==> src/rtl/time_keeper.sv <==
// Free-running mm:ss timekeeping core: divides CLK into a 1 s tick and advances
// four BCD digits 00:00..59:59, freezing during set mode and loading edited digits on exit.
module time_keeper #(
    parameter int TICK_DIV = 100_000_000
) (
    input  logic       CLK,
    input  logic       RESET,
    input  logic       enable,
    input  logic [3:0] update_min10,
    input  logic [3:0] update_min01,
    input  logic [3:0] update_sec10,
    input  logic [3:0] update_sec01,
    output logic [3:0] cur_min10,
    output logic [3:0] cur_min01,
    output logic [3:0] cur_sec10,
    output logic [3:0] cur_sec01,
    output logic       sec_tick,
    output logic       wrap
);

    localparam int PW = (TICK_DIV > 1) ? $clog2(TICK_DIV) : 1;
    localparam logic [PW-1:0] PRESC_LAST = PW'(TICK_DIV - 1);
    localparam logic [PW-1:0] PRESC_ONE  = PW'(1);
    localparam logic [PW-1:0] PRESC_ZERO = PW'(0);

    typedef enum logic [1:0] {
        ST_RUN  = 2'd0,
        ST_SET  = 2'd1,
        ST_LOAD = 2'd2
    } state_t;

    state_t        state_r;
    logic [PW-1:0] presc_r;
    logic [3:0]    min10_r;
    logic [3:0]    min01_r;
    logic [3:0]    sec10_r;
    logic [3:0]    sec01_r;
    logic          sec_tick_r;
    logic          wrap_r;

    logic [3:0]    min10_nxt_s;
    logic [3:0]    min01_nxt_s;
    logic [3:0]    sec10_nxt_s;
    logic [3:0]    sec01_nxt_s;
    logic          c_s01_s;
    logic          c_s10_s;
    logic          c_m01_s;
    logic          c_m10_s;

    // Out-of-range edited digits are forced to 0 rather than loaded.
    function automatic logic [3:0] valid_digit(input logic [3:0] d, input logic [3:0] lim);
        valid_digit = (d > lim) ? 4'd0 : d;
    endfunction

    // Carry chain of the one-second advance; >= keeps a corrupted digit from escaping its range.
    always_comb begin
        c_s01_s = (sec01_r >= 4'd9);
        c_s10_s = c_s01_s && (sec10_r >= 4'd5);
        c_m01_s = c_s10_s && (min01_r >= 4'd9);
        c_m10_s = c_m01_s && (min10_r >= 4'd5);
    end

    // Next value of each digit after one advance.
    always_comb begin
        sec01_nxt_s = sec01_r;
        sec10_nxt_s = sec10_r;
        min01_nxt_s = min01_r;
        min10_nxt_s = min10_r;
        if (c_s01_s) begin
            sec01_nxt_s = 4'd0;
        end else begin
            sec01_nxt_s = sec01_r + 4'd1;
        end
        if (c_s10_s) begin
            sec10_nxt_s = 4'd0;
        end else if (c_s01_s) begin
            sec10_nxt_s = sec10_r + 4'd1;
        end else begin
            sec10_nxt_s = sec10_r;
        end
        if (c_m01_s) begin
            min01_nxt_s = 4'd0;
        end else if (c_s10_s) begin
            min01_nxt_s = min01_r + 4'd1;
        end else begin
            min01_nxt_s = min01_r;
        end
        if (c_m10_s) begin
            min10_nxt_s = 4'd0;
        end else if (c_m01_s) begin
            min10_nxt_s = min10_r + 4'd1;
        end else begin
            min10_nxt_s = min10_r;
        end
    end

    // Mode FSM with prescaler, time digits and the registered tick/wrap pulses.
    always_ff @(posedge CLK) begin
        if (RESET) begin
            state_r    <= ST_RUN;
            presc_r    <= PRESC_ZERO;
            min10_r    <= 4'd0;
            min01_r    <= 4'd0;
            sec10_r    <= 4'd0;
            sec01_r    <= 4'd0;
            sec_tick_r <= 1'b0;
            wrap_r     <= 1'b0;
        end else begin
            case (state_r)
                ST_RUN: begin
                    if (enable) begin
                        // Entering set mode wins over a due tick.
                        state_r    <= ST_SET;
                        presc_r    <= PRESC_ZERO;
                        sec_tick_r <= 1'b0;
                        wrap_r     <= 1'b0;
                    end else if (presc_r == PRESC_LAST) begin
                        presc_r    <= PRESC_ZERO;
                        min10_r    <= min10_nxt_s;
                        min01_r    <= min01_nxt_s;
                        sec10_r    <= sec10_nxt_s;
                        sec01_r    <= sec01_nxt_s;
                        sec_tick_r <= 1'b1;
                        wrap_r     <= c_m10_s;
                    end else begin
                        presc_r    <= presc_r + PRESC_ONE;
                        sec_tick_r <= 1'b0;
                        wrap_r     <= 1'b0;
                    end
                end
                ST_SET: begin
                    presc_r    <= PRESC_ZERO;
                    sec_tick_r <= 1'b0;
                    wrap_r     <= 1'b0;
                    if (!enable) begin
                        state_r <= ST_LOAD;
                    end else begin
                        state_r <= ST_SET;
                    end
                end
                ST_LOAD: begin
                    // Sampled one cycle after enable falls so the set block's final edit is visible.
                    min10_r    <= valid_digit(update_min10, 4'd5);
                    min01_r    <= valid_digit(update_min01, 4'd9);
                    sec10_r    <= valid_digit(update_sec10, 4'd5);
                    sec01_r    <= valid_digit(update_sec01, 4'd9);
                    presc_r    <= PRESC_ZERO;
                    sec_tick_r <= 1'b0;
                    wrap_r     <= 1'b0;
                    if (enable) begin
                        state_r <= ST_SET;
                    end else begin
                        state_r <= ST_RUN;
                    end
                end
                default: begin
                    state_r    <= ST_RUN;
                    presc_r    <= PRESC_ZERO;
                    sec_tick_r <= 1'b0;
                    wrap_r     <= 1'b0;
                end
            endcase
        end
    end

    assign cur_min10 = min10_r;
    assign cur_min01 = min01_r;
    assign cur_sec10 = sec10_r;
    assign cur_sec01 = sec01_r;
    assign sec_tick  = sec_tick_r;
    assign wrap      = wrap_r;

endmodule
==> config.mk <==
export PLATFORM = sky130hd
export DESIGN_NAME = time_keeper
export DESIGN_NICKNAME = d
export VERILOG_FILES = /design/src/rtl/time_keeper.sv
export SDC_FILE = /design/constraint.sdc
export NUM_CORES = 1
export LEC_CHECK = 0
export BUFFER_PORTS_ARGS = -buffer_cell sky130_fd_sc_hd__buf_2
export CAP_MARGIN = 20
export CORE_AREA = 2 2 90 70
export CTS_BUF_LIST = sky130_fd_sc_hd__clkbuf_8
export CTS_CLUSTER_SIZE = 14
export DETAILED_ROUTE_END_ITERATION = 7
export DIE_AREA = 0 0 92 72
export SETUP_SLACK_MARGIN = 0.2
export SLEW_MARGIN = 20
export SYNTH_ARGS = -nofsm -noshare
export SYNTH_HDL_FRONTEND = slang
export SYNTH_SLANG_ARGS = --single-unit
==> constraint.sdc <==
create_clock -name CLK -period 2.5 [get_ports CLK]
set_clock_uncertainty 0.05 [all_clocks]
set_input_delay 0.75 -clock CLK [delete_from_list [all_inputs] [get_ports CLK]]
set_output_delay 0.75 -clock CLK [all_outputs]
set_load 0.02 [all_outputs]
Word level (Yosys, flattened, before mapping)
Cells that the tools add are included.
{"block": "totals", "regBits": 47, "out_inout_bits": 18, "elab_cells": 72, "rom_bits": 0, "ramBits": 0, "inputBits": 19, "memories": 0, "latch_bits": 0}
{"block": "classes", "n_eq_ne": 9, "n_mul": 0, "n_bitwise": 2, "mux": 28, "n_addsub": 5, "div": 0, "n_lt_le_gt_ge": 8, "n_reduce_logical": 12, "n_shift": 0}
{"op": "4-bit 2-to-1 mux", "count": 19}
{"op": "4-bit case mux with 2 select lines", "count": 4}
{"op": "27-bit by 1-bit adder with 27-bit output (second input constant)", "count": 1}
{"op": "27-bit == test (second input constant)", "count": 1}
{"op": "4-bit by 1-bit adder with 4-bit output (second input constant)", "count": 4}
{"op": "4-bit AND reduction", "count": 3}
{"op": "3-bit inequality test (second input constant)", "count": 3}
{"op": "4-bit by 3-bit greater-or-equal comparator with 1-bit output (second input constant)", "count": 2}
{"op": "4-bit greater-or-equal comparator (second input constant)", "count": 2}
{"op": "4-bit by 3-bit > comparator with 1-bit output (second input constant)", "count": 2}
{"op": "4-bit > comparator (second input constant)", "count": 2}
{"op": "4-bit OR reduction", "count": 2}
{"op": "2-bit inequality test (second input constant)", "count": 3}
{"op": "2-bit case mux with 3 select lines", "count": 1}
{"op": "2-bit 2-to-1 mux", "count": 2}
{"op": "1-bit logical AND", "count": 3}
{"op": "3-bit AND reduction", "count": 1}
{"op": "3-bit OR reduction", "count": 1}
{"op": "2-bit by 1-bit == test with 1-bit output (second input constant)", "count": 1}
{"op": "2-bit == test (second input constant)", "count": 1}
{"op": "2-bit zero test", "count": 1}
{"op": "1-bit 2-to-1 mux", "count": 2}
{"op": "1-bit NOT", "count": 2}
{"op": "2-bit nonzero test", "count": 1}

Longest topological paths before layout
{"block": "depth", "ltp_word": 8, "mapped_depth": 9}

Worst setup path before layout
OpenSTA, ideal clock, no wires.
{"block": "synth_path", "kind": "input port to flip-flop", "start": "input enable", "end": "register sec10_r[3] (netlist: cur_sec10[3])", "setup_slack_ps": 222, "required_ps": 2383, "cell_stages": 5, "t_arrival_ps": 2161, "cell_sequence": "nor4b_1 -> nand4_1 -> or4_4 -> or3_1 -> a21oi_2"}
{"block": "synth_via", "elab_chain_cells": 2}
{"element": "start, declared", "line": "8", "rtl": "input logic enable,"}
{"element": "2-bit inequality test (no line)"}
{"element": "4-bit AND reduction (no line)"}
{"element": "end signal, assigned", "line": "121", "rtl": "sec10_r <= sec10_nxt_s;"}
{"element": "end signal, assigned", "line": "145", "rtl": "sec10_r <= valid_digit(update_sec10, 4'd5);"}
{"element": "end, declared", "line": "36", "rtl": "logic [3:0] sec10_r;"}
No other way between the ends.
A chain may end at the register's enable or synchronous reset.

Worst setup path after layout
Ends and elaborated chain as after synthesis.

==> key figures <==
Clock tree
  • Post-CTS setup buffers: 0
  • Worst-path clk slew: 0.09 ns
  • # clock sinks: 47
  • CTS tree: yes
  • Worst skew pair latency: 0.30 ns
  • # H-tree levels: 2
  • Cts bufs inserted: 5
  • CTS max path bufs: 2
  • Root buffer cell: clkbuf_8

Timing
  • Fin crit share: 87.1%
  • RSZ-0062 raised after global routing: false
  • Slew @ Worst Pin: 0.511 ns
  • Fmax: 459 MHz
  • Hold Fails Final Rpt: 0
  • Minimum clock period: 2.18 ns
  • Slew Viols, Final: 0
  • Setup TNS: 0 ns
  • Setup WS post-layout: 0.321 ns
  • Hold_ws: 0.409 ns
  • Slew HR: 66.0%
  • Final setup violation count: 0

Final layout
  • Synth-to-Final Area Change: 19.0%
  • Final #Nets: 379
  • Most common cell after layout, fill and taps aside: dfxtp_1
  • Fill cell count: 596
  • Layout cell share with drive strength beyond 1: 19.8%
  • Multi-input logic area: 1500 sq um
  • FF+latch area: 941 sq um
  • Most frequent cells in the layout: dfxtp_1 (47), nor2_1 (37), buf_2 (36)
  • Design area: 3050 sq um
  • Antenna Cells: 0
  • Final cell count without fillers: 426
  • Fin util: 53.4%

Global routing
  • Gr ovfl total: 0
  • Global-route wire length before repair: 10000 microns
  • Total Routing Usage GR: 18.7%
  • Vias in the first global route: 2122
  • Initial antenna violation count: 0
  • Largest net degree at the start of global routing: 28

Detailed routing
  • DR vias: 2296
  • Top sig layer: met4
  • Routed Antenna Nets: 0
  • Final WL: 5890 microns
  • Met1 wire length: 3270 microns
  • WL/cell: 13.8 microns
  • Met3 WL: 245 microns
  • # DRC: 0
  • Met2 routed WL: 2300 microns
  • Vias per inst: 5.39
  • DR iter-0 viols: 130
  • DRT Pass-1 Iters: 4

Logic synthesis
  • EDFF count, synth: 0
  • Post-synthesis cell area: 2560 sq um
  • Synth Area in Adders: 6.35%
  • Seq cells post-synth: 47
  • Most used DFF post-synth: dfxtp_1
  • Count of different cell masters after synthesis: 51
  • Syn Nets: 335
  • Synth warn: 0
  • Mean post-synth cell area: 8.45 sq um
  • XOR/XNOR share of the synthesized area: 8.89%
  • Main combinational cell family by area after synthesis: simple AND/OR/NAND/NOR gates
  • Asr flop ratio synth: 0%
  • Simple-Gate Fraction of Synth Area: 27.2%
  • Post-Synthesis Cells: 303
  • Post-synthesis mux area share: 0%
  • Compound-cell area share of the yosys netlist: 15.7%
  • Sequential share of the synthesized area: 36.7%

Worst setup path
  • Critical Path Source Type: input port
  • Worst setup path start: enable
  • Critical-path maximum fanout: 4
  • CP max stage delay: 0.47 ns
  • CP top delay family: simple AND/OR/NAND/NOR gates
  • Worst-path cell chain: buf_2, nor4b_1, buf_4, nand4_1, or4_4, or3_1, a21oi_2
  • FF-to-FF Start: presc_r[0]
  • Required time worst endpoint: 2.70 ns
  • WP data arrival: 2.38 ns
  • Critical path class: input port to flop
  • CP bufs+invs: 2
  • Slowest-stage cell, CP: or4_4
  • Critical path capture point type: flop

Job
  • Max_cap viols: 0

Floorplanning
  • Core Rows: 24
  • Core area: 5710 sq um
  • Die footprint: 6620 sq um
  • Effective utilization at floorplan: 44.9%
  • Die Wd: 92 microns
  • Die extent in y: 72 microns
  • I/O pin count: 37

Outcome
  • Status: complete, no violations

Pwr
  • P per Cell Area: 496 nW/um^2
  • Total power: 1.51 mW
  • Worst VDD drop: 0.320 mV
  • Leak: 1.19 nW

Place
  • Final GP Congestion: 0.761
  • Final HPWL DP: 4320 microns
  • DP Area: 2900 sq um
  • Pre-CTS WS: 0.00123 ns
  • I/O Buffers: 36
  • Cell Count Post-Placement: 418

Hold path
  • Hold path startpoint: presc_r[0]
  • Worst hold path type: flop to flop
state kept, by name, summed over array words and instances (netlist names):
register	count
cur_sec01	4
sec_tick	1
cur_min10	4
cur_sec10	4
state_r	2
wrap	1
presc_r	27
cur_min01	4
final cells by class:
| class | instances | area share (%) |
|---|---|---|
| multi-input combinational | 225 | 49.2 |
| sequential | 47 | 30.9 |
| timing repair buffer | 52 | 10.3 |
| tap | 78 | 3.20 |
| clock buffer | 5 | 2.26 |
| clock inverter | 3 | 2.22 |
| inverter | 16 | 1.97 |
power by group:
| part | switching, mW | internal [mW] |
|---|---|---|
| Sequential | 0.00699 | 0.753 |
| Clock | 0.273 | 0.399 |
| Combinational | 0.0464 | 0.0321 |
cell families after synthesis:
logic type | after synthesis
simple gates | 133
compound gates | 53
flops | 47
buf+inv | 31
xor+xnor | 26
fa+ha+maj | 13
worst paths after layout:
kind | slack (ns) | cells past startpoint | endpoint
min reg2reg | 0.41 | 1 | presc_r[0]
max | 0.32 | 7 | cur_sec10[3]
max reg2reg | 0.36 | 6 | cur_sec10[3]
min | 0.41 | 1 | presc_r[0]
cells in the mapped netlist (all sizes together) (5+ instances only):
cell type | n | area, sq um
dfxtp | 47 | 941
nor2 | 37 | 139
nand2 | 22 | 82.6
inv | 16 | 60.1
xor2 | 15 | 131
ha | 13 | 163
nand3 | 13 | 65.1
nand4 | 13 | 87.6
nor3 | 11 | 55.1
xnor2 | 11 | 96.3
clkbuf | 10 | 37.5
a21oi | 9 | 48.8
nor4 | 6 | 37.5
a311oi | 5 | 43.8
and3 | 5 | 31.3
buf | 5 | 33.8
o21ai | 5 | 25.0
metal layers:
metal / up-vias / GRT usage, %
met3: 8 / 4.26
li1: 1190 / -
met2: 45 / 26.6
met1: 1053 / 28.1
met4: 0 / 5.64
met5: - / 0
what timing repair did:
action                     4_1_cts  5_1_grt
setup endpoints to repair        0       10
resized for setup                0        3
hold buffers                     0        0
Note: power is estimated with default switching activity, not from simulation.
